<file path="config.mk">
export PLATFORM = sky130hd
export DESIGN_NAME = data_mem_dump
export DESIGN_NICKNAME = d
export VERILOG_FILES = /design/src/rtl/data_mem_dump.sv
export SDC_FILE = /design/constraint.sdc
export NUM_CORES = 1
export LEC_CHECK = 0
export ABC_AREA = 1
export CORE_ASPECT_RATIO = 1.75
export CORE_MARGIN = 1
export CORE_UTILIZATION = 52
export DETAILED_ROUTE_END_ITERATION = 6
export GPL_TIMING_DRIVEN = 0
export PLACE_DENSITY = 0.93
export SLEW_MARGIN = 20
export SYNTH_ARGS = -nofsm -noshare
export SYNTH_HDL_FRONTEND = slang
export SYNTH_SLANG_ARGS = --single-unit
</file>
<file path="constraint.sdc">
create_clock -name clk -period 3.45 [get_ports clk]
set_input_delay 0.69 -clock clk [delete_from_list [all_inputs] [get_ports clk]]
set_output_delay 0.69 -clock clk [all_outputs]
set_load 0.1 [all_outputs]
</file>
<file path="src/rtl/data_mem_dump.sv">
`timescale 1ns/1ps
`default_nettype none
// ============================================================================
// Module   : data_mem_dump
// Brief    : Reads a contiguous window of data memory word by word and streams
//            each word with its address over a valid/ready interface.
// Revision : 1.0 - initial release
// ============================================================================
module data_mem_dump #(
    parameter int ADDR_W = 8,
    parameter int DATA_W = 8,
    parameter int LEN_W  = 9
) (
    input  logic              clk,
    input  logic              rst_n,
    input  logic              trig,
    input  logic [ADDR_W-1:0] base_addr,
    input  logic [LEN_W-1:0]  length,
    output logic              mem_rd_en,
    output logic [ADDR_W-1:0] mem_addr,
    input  logic [DATA_W-1:0] mem_rdata,
    output logic              out_valid,
    input  logic              out_ready,
    output logic [DATA_W-1:0] out_data,
    output logic [ADDR_W-1:0] out_addr,
    output logic              out_last,
    output logic              busy,
    output logic              dump_done
);

    localparam logic [LEN_W-1:0] C_MAX_LEN = LEN_W'(1) << ADDR_W;

    typedef enum logic [2:0] {
        S_IDLE = 3'd0,
        S_REQ  = 3'd1,
        S_CAP  = 3'd2,
        S_HOLD = 3'd3,
        S_FIN  = 3'd4
    } state_t;

    state_t              r_state;
    logic [ADDR_W-1:0]   r_cur;
    logic [LEN_W-1:0]    r_rem;
    logic [LEN_W-1:0]    w_len_sat;

    // A window can never be longer than the whole address space.
    assign w_len_sat = (length > C_MAX_LEN) ? C_MAX_LEN : length;

    // The read address is the current-address register itself.
    assign mem_addr = r_cur;

    always_ff @(posedge clk or negedge rst_n) begin
        if (!rst_n) begin
            r_state   <= S_IDLE;
            r_cur     <= '0;
            r_rem     <= '0;
            mem_rd_en <= 1'b0;
            out_valid <= 1'b0;
            out_data  <= '0;
            out_addr  <= '0;
            out_last  <= 1'b0;
            busy      <= 1'b0;
            dump_done <= 1'b0;
        end else begin
            mem_rd_en <= 1'b0;
            dump_done <= 1'b0;
            case (r_state)
                S_IDLE: begin
                    if (trig) begin
                        r_cur <= base_addr;
                        r_rem <= w_len_sat;
                        busy  <= 1'b1;
                        if (w_len_sat == '0) begin
                            r_state   <= S_FIN;
                            dump_done <= 1'b1;
                        end else begin
                            r_state   <= S_REQ;
                            mem_rd_en <= 1'b1;
                        end
                    end
                end
                S_REQ: begin
                    r_state <= S_CAP;
                end
                S_CAP: begin
                    out_data  <= mem_rdata;
                    out_addr  <= r_cur;
                    out_last  <= (r_rem == LEN_W'(1));
                    out_valid <= 1'b1;
                    r_state   <= S_HOLD;
                end
                S_HOLD: begin
                    if (out_ready) begin
                        out_valid <= 1'b0;
                        r_rem     <= r_rem - LEN_W'(1);
                        if (out_last) begin
                            r_state   <= S_FIN;
                            dump_done <= 1'b1;
                        end else begin
                            r_cur     <= r_cur + ADDR_W'(1);
                            r_state   <= S_REQ;
                            mem_rd_en <= 1'b1;
                        end
                    end
                end
                S_FIN: begin
                    busy    <= 1'b0;
                    r_state <= S_IDLE;
                end
                default: begin
                    busy      <= 1'b0;
                    out_valid <= 1'b0;
                    r_state   <= S_IDLE;
                end
            endcase
        end
    end

    // Reads are always separated by at least the capture and hold cycles.
    a_rd_gap: assert property (@(posedge clk) disable iff (!rst_n)
                               mem_rd_en |=> !mem_rd_en);

endmodule
`default_nettype wire

</file>
==> results.md, run 1 <==
### Critical path
• **Critical Path End Type** output pin
• **number of buffer and inverter stages on the critical path** 1
• **required time of the critical path** 2760 ps
• **worst-path maximum fanout** 7
• **Arr. time, crit path** 1910 ps
• **CP max stage cell** sky130_fd_sc_hd__clkdlybuf4s50_1
• **critical path class** reg -> out
• **cell breakdown of the critical path** clkdlybuf4s50_1
• **kind of start point of the critical path** flip-flop
• **dominant delay contributor by cell family on the critical path** buffers and inverters
• **register-to-register setup slack** 1860 ps
• **peak per-stage delay on the critical path** 1170 ps

### Synthesis
• **sequential cell area fraction in the yosys report** 47.0%
• **total of flip-flops plus latches after synthesis** 41
• **number of synthesized flops with an enable pin** 0
• **compound-gate portion of the synthesized area** 9.18%
• **count of mapped cells out of synthesis** 290
• **syn_nets** 322
• **mapped cell area** 2180 um^2
• **number of warnings printed during yosys synthesis** 0
• **number of distinct library cells after synthesis** 24
• **largest family of logic cells by synthesized area** simple AND/OR/NAND/NOR gates
• **top_reg_cell synth** sky130_fd_sc_hd__dfrtp_1
• **synthesized-area fraction occupied by and/or/nand/nor cells** 34.1%
• **main area contributors after synthesis** sky130_fd_sc_hd__dfrtp_1, sky130_fd_sc_hd__nand2_1, sky130_fd_sc_hd__nand3_1, sky130_fd_sc_hd__inv_1, sky130_fd_sc_hd__nor2_1
• **area fraction of the dominant cell type after synthesis** 47.0%
• **synthesized-area fraction occupied by xor and xnor cells** 1.20%
• **Synth Area per Inst** 7.52 um^2
• **post-synthesis async set-or-reset flop share** 100%
• **Adder-Cell Fraction of Synth Area** 1.72%
• **share of synthesized area spent on multiplexers** 0%
• **Synth area leader** sky130_fd_sc_hd__dfrtp_1

### Route
• **vias after detailed routing** 2133
• **final wirelength** 5.21 mm
• **count of TritonRoute iterations in the first routing pass** 4
• **Iter 0 DRT Violations** 61
• **number of design rule violations left after detail routing** 0
• **count of antenna-violating nets left after detailed routing** 0
• **WL/cell** 12.9 um
• **Avg Vias per Cell** 5.29

### CTS
• **Longest Clk Path Bufs** 2
• **clock tree from TritonCTS** done
• **buffer type at the clock tree root** sky130_fd_sc_hd__clkbuf_8
• **number of gates resized after CTS** 0
• **clk slew on worst S/H paths** 80 ps
• **Post-CTS Hold Fix Bufs** 0
• **latest clock arrival within the worst-skew pair** 300 ps
• **clock buffers created by TritonCTS** 5
• **depth of the CTS H-tree** 2
• **# clock sinks** 41
• **setup repair bufs after CTS** 0

### STA
• **number of max-slew violations in the final report** 0
• **Final Worst Setup Slack** 849 ps
• **actual slew at the worst max-slew pin** 977 ps
• **Post-Route Skew** 6.89 ps
• **max-slew headroom at the worst pin** 34.7%
• **time the worst path needs with I/O delays and setup** 2600 ps
• **setup-violating endpoint count in the final report** 0
• **setup repair after global routing missed its margin** false
• **hold violation count in the final report** 0
• **smallest hold slack** 229 ps
• **Post-Route Setup TNS** 0 ps
• **FMAX** 384 MHz
• **period utilization** 75.4%

### Die
• **placeable core area** 3940 um^2
• **die boundary width** 51.0 um
• **io pins** 58
• **row cnt** 30
• **Vert. Die Dim** 87.7 um
• **Starting Density** 55.3%
• **Die ar.** 4470 um^2

### Place
• **last weighted congestion value of the routability-driven placer** 0.868
• **sum of net half-perimeters after detailed placement** 3.94 mm
• **port bufs** 57
• **pre-CTS worst setup slack** 1150 ps
• **Placed Cells incl. Taps** 396

### Layout
• **most frequent cells in the layout** sky130_fd_sc_hd__nand2_1, sky130_fd_sc_hd__clkdlybuf4s50_1, sky130_fd_sc_hd__dfrtp_1
• **share of final-layout standard cells stronger than drive strength 1** 9.30%
• **Final Instance Count excl. Fillers** 403
• **most frequent standard cell in the layout excluding fill and tap cells** sky130_fd_sc_hd__nand2_1
• **final net count** 387
• **number of antenna diodes** 0
• **number of inserted filler cells in the final layout** 301
• **area growth from synthesis to layout** 34.4%

### Hold path
• **worst min-delay path category** in -> async

### Global routing
• **largest net degree at the start of global routing** 35
• **overall fraction of global-route tracks in use** 26.1%
• **global-route congestion overflow total** 0
• **global-route wire length before repair** 8.83 mm
• **via count of the first global-routing pass** 2081
• **antenna violations before repair** 0

### Status
• **result of the run** finished, final reports clean

### Run
• **count of max-cap constraint violations** 0

layout make-up:
cell class	instances	area (um^2)	area share (%)
Buffer	7	41.3	1.41
Timing Repair Buffer	58	586	20.0
Clock inverter	2	35.0	1.20
Multi-Input combinational cell	214	1010	34.4
Inverter	28	105	3.59
Clock buffer	5	68.8	2.35
Sequential cell	41	1030	35.0
Tap cell	48	60.1	2.05
path summary, 6_finish.rpt:
| check | depth (start not counted) | end | startpoint |
|---|---|---|---|
| hold reg to reg | 2 | out_data[5] | out_data[5] |
| min in group clk | 2 | out_data[5] | out_data[5] |
| max in group asynchronous | 2 | r_rem[4] | rst_n |
| hold / removal | 1 | r_rem[1] | rst_n |
| setup reg to reg | 10 | r_rem[3] | r_state[0] |
| setup / recovery | 1 | mem_addr[2] | mem_addr[2] |
synth_stat cells, types with 2 or more instances:
library cell	n
sky130_fd_sc_hd__a21oi_1	4
sky130_fd_sc_hd__buf_2	6
sky130_fd_sc_hd__dfrtp_1	41
sky130_fd_sc_hd__ha_1	3
sky130_fd_sc_hd__inv_1	25
sky130_fd_sc_hd__inv_2	3
sky130_fd_sc_hd__nand2_1	103
sky130_fd_sc_hd__nand2_2	5
sky130_fd_sc_hd__nand3_1	24
sky130_fd_sc_hd__nand4_1	3
sky130_fd_sc_hd__nor2_1	25
sky130_fd_sc_hd__nor2_2	2
sky130_fd_sc_hd__nor2_8	2
sky130_fd_sc_hd__o21ai_0	15
sky130_fd_sc_hd__o21ai_1	13
sky130_fd_sc_hd__o22ai_1	3
sky130_fd_sc_hd__o31ai_1	2
sky130_fd_sc_hd__or2_2	4
sky130_fd_sc_hd__xnor2_1	2
layer usage:
layer	share of wire (%)	global-route usage, %	vias to the layer above
met5	0	0	-
met4	2.5	12.1	0
met3	3.7	4.51	17
met2	56	48.4	74
met1	38	27.8	992
li1	-	-	1050
registers in the layout (all words and copies together), names as in the netlist:
signal,flops
busy,1
dump_done,1
mem_addr,8
mem_rd_en,1
out_addr,8
out_data,8
out_last,1
out_valid,1
r_rem,9
r_state,3
kinds of logic (layout without fill, tap and decap cells):
kind of cell,count (synthesis),after routing
XOR/XNOR,3,3
adder cells (fa/ha/maj),3,3
flip-flops,41,41
AO/OA/AOI/OAI,38,38
buffers and inverters,35,100
AND/OR/NAND/NOR,170,170
per-stage QoR:
stage	area (um^2)	utilization, %
after global routing	2930	74.3
after floorplan	2180	-
final	2930	74.3
after CTS	2930	74.3
after global placement	2810	71.3
after detailed placement	2830	71.7
Power of run 1 is left out: the tool's default activity adds up to more than one toggle a clock period on the data nets, which glitch-free logic cannot reach.
==> run 2, diff against run 1 <==
--- a/config.mk
+++ b/config.mk
@@ -8,10 +8,10 @@
 export ABC_AREA = 1
 export CORE_ASPECT_RATIO = 1.75
 export CORE_MARGIN = 1
-export CORE_UTILIZATION = 52
+export CORE_UTILIZATION = 48
 export DETAILED_ROUTE_END_ITERATION = 6
 export GPL_TIMING_DRIVEN = 0
-export PLACE_DENSITY = 0.93
+export PLACE_DENSITY = 0.87
 export SLEW_MARGIN = 20
 export SYNTH_ARGS = -nofsm -noshare
 export SYNTH_HDL_FRONTEND = slang
==> constraint.sdc (replaced) <==
create_clock -name clk -period 2.6 [get_ports clk]
set_input_delay 0.52 -clock clk [delete_from_list [all_inputs] [get_ports clk]]
set_output_delay 0.52 -clock clk [all_outputs]
set_load 0.1 [all_outputs]
==> results.md, run 2 (synthesis gave the netlist of run 1 again) <==
### Layout
• **area growth from synthesis to layout** 35.4%
• **final net count** 387, unchanged
• **most frequent cells in the layout** sky130_fd_sc_hd__nand2_1, sky130_fd_sc_hd__clkdlybuf4s50_1, sky130_fd_sc_hd__dfrtp_1
• **number of flip-flops under the largest register name** 9, unchanged
• **most frequent standard cell in the layout excluding fill and tap cells** sky130_fd_sc_hd__nand2_1
• **number of antenna diodes** 0, unchanged
• **share of final-layout standard cells stronger than drive strength 1** 9.55%, +0.25 points
• **register with the most flip-flops** r_rem
• **number of inserted filler cells in the final layout** 379, +26%

### CTS
• **Post-CTS Hold Fix Bufs** 0, unchanged
• **Longest Clk Path Bufs** 2, unchanged
• **clk slew on worst S/H paths** 80 ps, about the same
• **buffer type at the clock tree root** sky130_fd_sc_hd__clkbuf_8
• **latest clock arrival within the worst-skew pair** 300 ps, about the same
• **number of gates resized after CTS** 0, unchanged
• **depth of the CTS H-tree** 2, unchanged
• **setup repair bufs after CTS** 0, unchanged
• **clock tree from TritonCTS** done
• **# clock sinks** 41, unchanged
• **clock buffers created by TritonCTS** 5, unchanged

### Route
• **count of TritonRoute iterations in the first routing pass** 4, unchanged
• **Avg Vias per Cell** 5.24, -0.98%
• **count of antenna-violating nets left after detailed routing** 0, unchanged
• **number of design rule violations left after detail routing** 0, unchanged
• **final wirelength** 5.15 mm, -1.1%
• **Iter 0 DRT Violations** 63, +3.3%
• **WL/cell** 12.7 um, -2.1%
• **vias after detailed routing** 2133, unchanged

### Critical path
• **kind of start point of the critical path** flip-flop
• **CP max stage cell** sky130_fd_sc_hd__clkdlybuf4s50_1
• **Register-to-Register Path Depth** 10, unchanged
• **Arr. time, crit path** 1950 ps, +40 ps
• **peak per-stage delay on the critical path** 1180 ps, about the same
• **worst-path maximum fanout** 7, unchanged
• **Critical Path End Type** output pin
• **dominant delay contributor by cell family on the critical path** buffers and inverters
• **required time of the critical path** 2080 ps, -680 ps
• **number of buffer and inverter stages on the critical path** 1, unchanged
• **beginning of the worst register-to-register path** r_state[1]
• **reg2reg end** r_rem[3]
• **critical path class** reg -> out
• **register-to-register setup slack** 1080 ps, -780 ps
• **cell breakdown of the critical path** clkdlybuf4s50_1

### Place
• **last weighted congestion value of the routability-driven placer** 0.901, +3.8%
• **port bufs** 57, unchanged
• **sum of net half-perimeters after detailed placement** 3.92 mm, -0.47%

### Die
• **die boundary width** 53.0 um, +3.9%
• **io pins** 58, unchanged
• **Die ar.** 4830 um^2, +8.1%
• **Starting Density** 50.0%, -5.4 points
• **row cnt** 32, +6.7%
• **placeable core area** 4360 um^2, +11%
• **Vert. Die Dim** 91.2 um, +4.0%

### Run
• **count of max-cap constraint violations** 0, unchanged

### STA
• **period utilization** 95.0%
• **actual slew at the worst max-slew pin** 983 ps, +6.33 ps
• **time the worst path needs with I/O delays and setup** 2470 ps
• **Post-Route Setup TNS** 0 ps, unchanged
• **setup repair after global routing missed its margin** false
• **FMAX** 405 MHz
• **setup-violating endpoint count in the final report** 0, unchanged
• **Post-Route Skew** 6.52 ps, -0.378 ps
• **hold violation count in the final report** 0, unchanged
• **number of max-slew violations in the final report** 0, unchanged
• **max-slew headroom at the worst pin** 34.2%, -0.42 points

### Global routing
• **largest net degree at the start of global routing** 24, -31%
• **global-route wire length before repair** 8.97 mm, +1.6%
• **via count of the first global-routing pass** 2095, +0.67%
• **overall fraction of global-route tracks in use** 25.0%, -1.1 points
• **global-route congestion overflow total** 0, unchanged
• **antenna violations before repair** 0, unchanged

### Status
• **result of the run** finished, final reports clean

### Hold path
• **worst min-delay path category** in -> async

## run 2: layout make-up
cell class	instances	area [um^2]	area share, %
clock inverter	3	46.3	1.57
tap	51	63.8	2.16
sequential	41	1030	34.7
timing repair buffer	58	593	20.1
multi-input combinational	214	1010	34.2
buffer	7	41.3	1.40
inverter	28	105	3.56
clock buffer	5	68.8	2.33
## run 2: routing by layer
metal,up-vias,global-route usage (%),share of wire (%)
met2,83,43.1,55
met4,0,12.3,2.5
met1,987,27.7,37
met5,-,0,0
li1,1051,-,-
met3,12,5.03,5.0
## run 2: worst max-delay path by stage
| stage | startpoint | end | slack, ps | depth (start not counted) |
|---|---|---|---|---|
| CTS | mem_addr[2] | mem_addr[2] | 130 | 1 |
| finish | mem_addr[2] | mem_addr[2] | 130 | 1 |
| detailed placement | mem_addr[2] | mem_addr[2] | 460 | 1 |
| global route | mem_addr[4] | mem_addr[4] | 90 | 1 |
| global placement | rst_n | r_rem[4] | 10 | 1 |
| floorplan | mem_addr[0] | mem_addr[6] | 700 | 6 |
## run 2: worst reg2reg max path, stage by stage, from the launching register on
cell and delay [ps]:
sky130_fd_sc_hd__dfrtp_1 410, sky130_fd_sc_hd__inv_1 70, sky130_fd_sc_hd__nand2_2 70, sky130_fd_sc_hd__nor2_2 140
sky130_fd_sc_hd__nand2_2 100, sky130_fd_sc_hd__nand2_2 90, sky130_fd_sc_hd__nand2_4 110, sky130_fd_sc_hd__inv_2 190
sky130_fd_sc_hd__o21ai_0 120, sky130_fd_sc_hd__nand2_1 70, sky130_fd_sc_hd__nand2_1 40
## run 2: stage by stage
| step | cell area (um^2) | utilization, % | setup WS [ps] | hold slack [ps] | std cells |
|---|---|---|---|---|---|
| 2_1_floorplan | 2180 | - | 699 | 224 | 290 |
| 3_3_place_gp | 2820 | 64.5 | 9.55 | 452 | 398 |
| 3_5_place_dp | 2840 | 65.0 | 464 | 458 | 399 |
| 4_1_cts | 2950 | 67.7 | 132 | 205 | 407 |
| 5_1_grt | 2950 | 67.7 | 87.5 | 234 | 407 |
| 6_report | 2950 | 67.7 | 130 | 194 | 407 |
Power of run 2 is left out for the same reason.
==> run 3, diff against run 2 <==
--- a/config.mk
+++ b/config.mk
@@ -7,7 +7,6 @@
 export LEC_CHECK = 0
 export ABC_AREA = 1
 export CORE_ASPECT_RATIO = 1.75
-export CORE_MARGIN = 1
 export CORE_UTILIZATION = 48
 export DETAILED_ROUTE_END_ITERATION = 6
 export GPL_TIMING_DRIVEN = 0
==> results of run 3 <==
Same layout as run 2: the final DEF is identical, and so are final timing and power.
Power of run 3 is left out for the same reason.
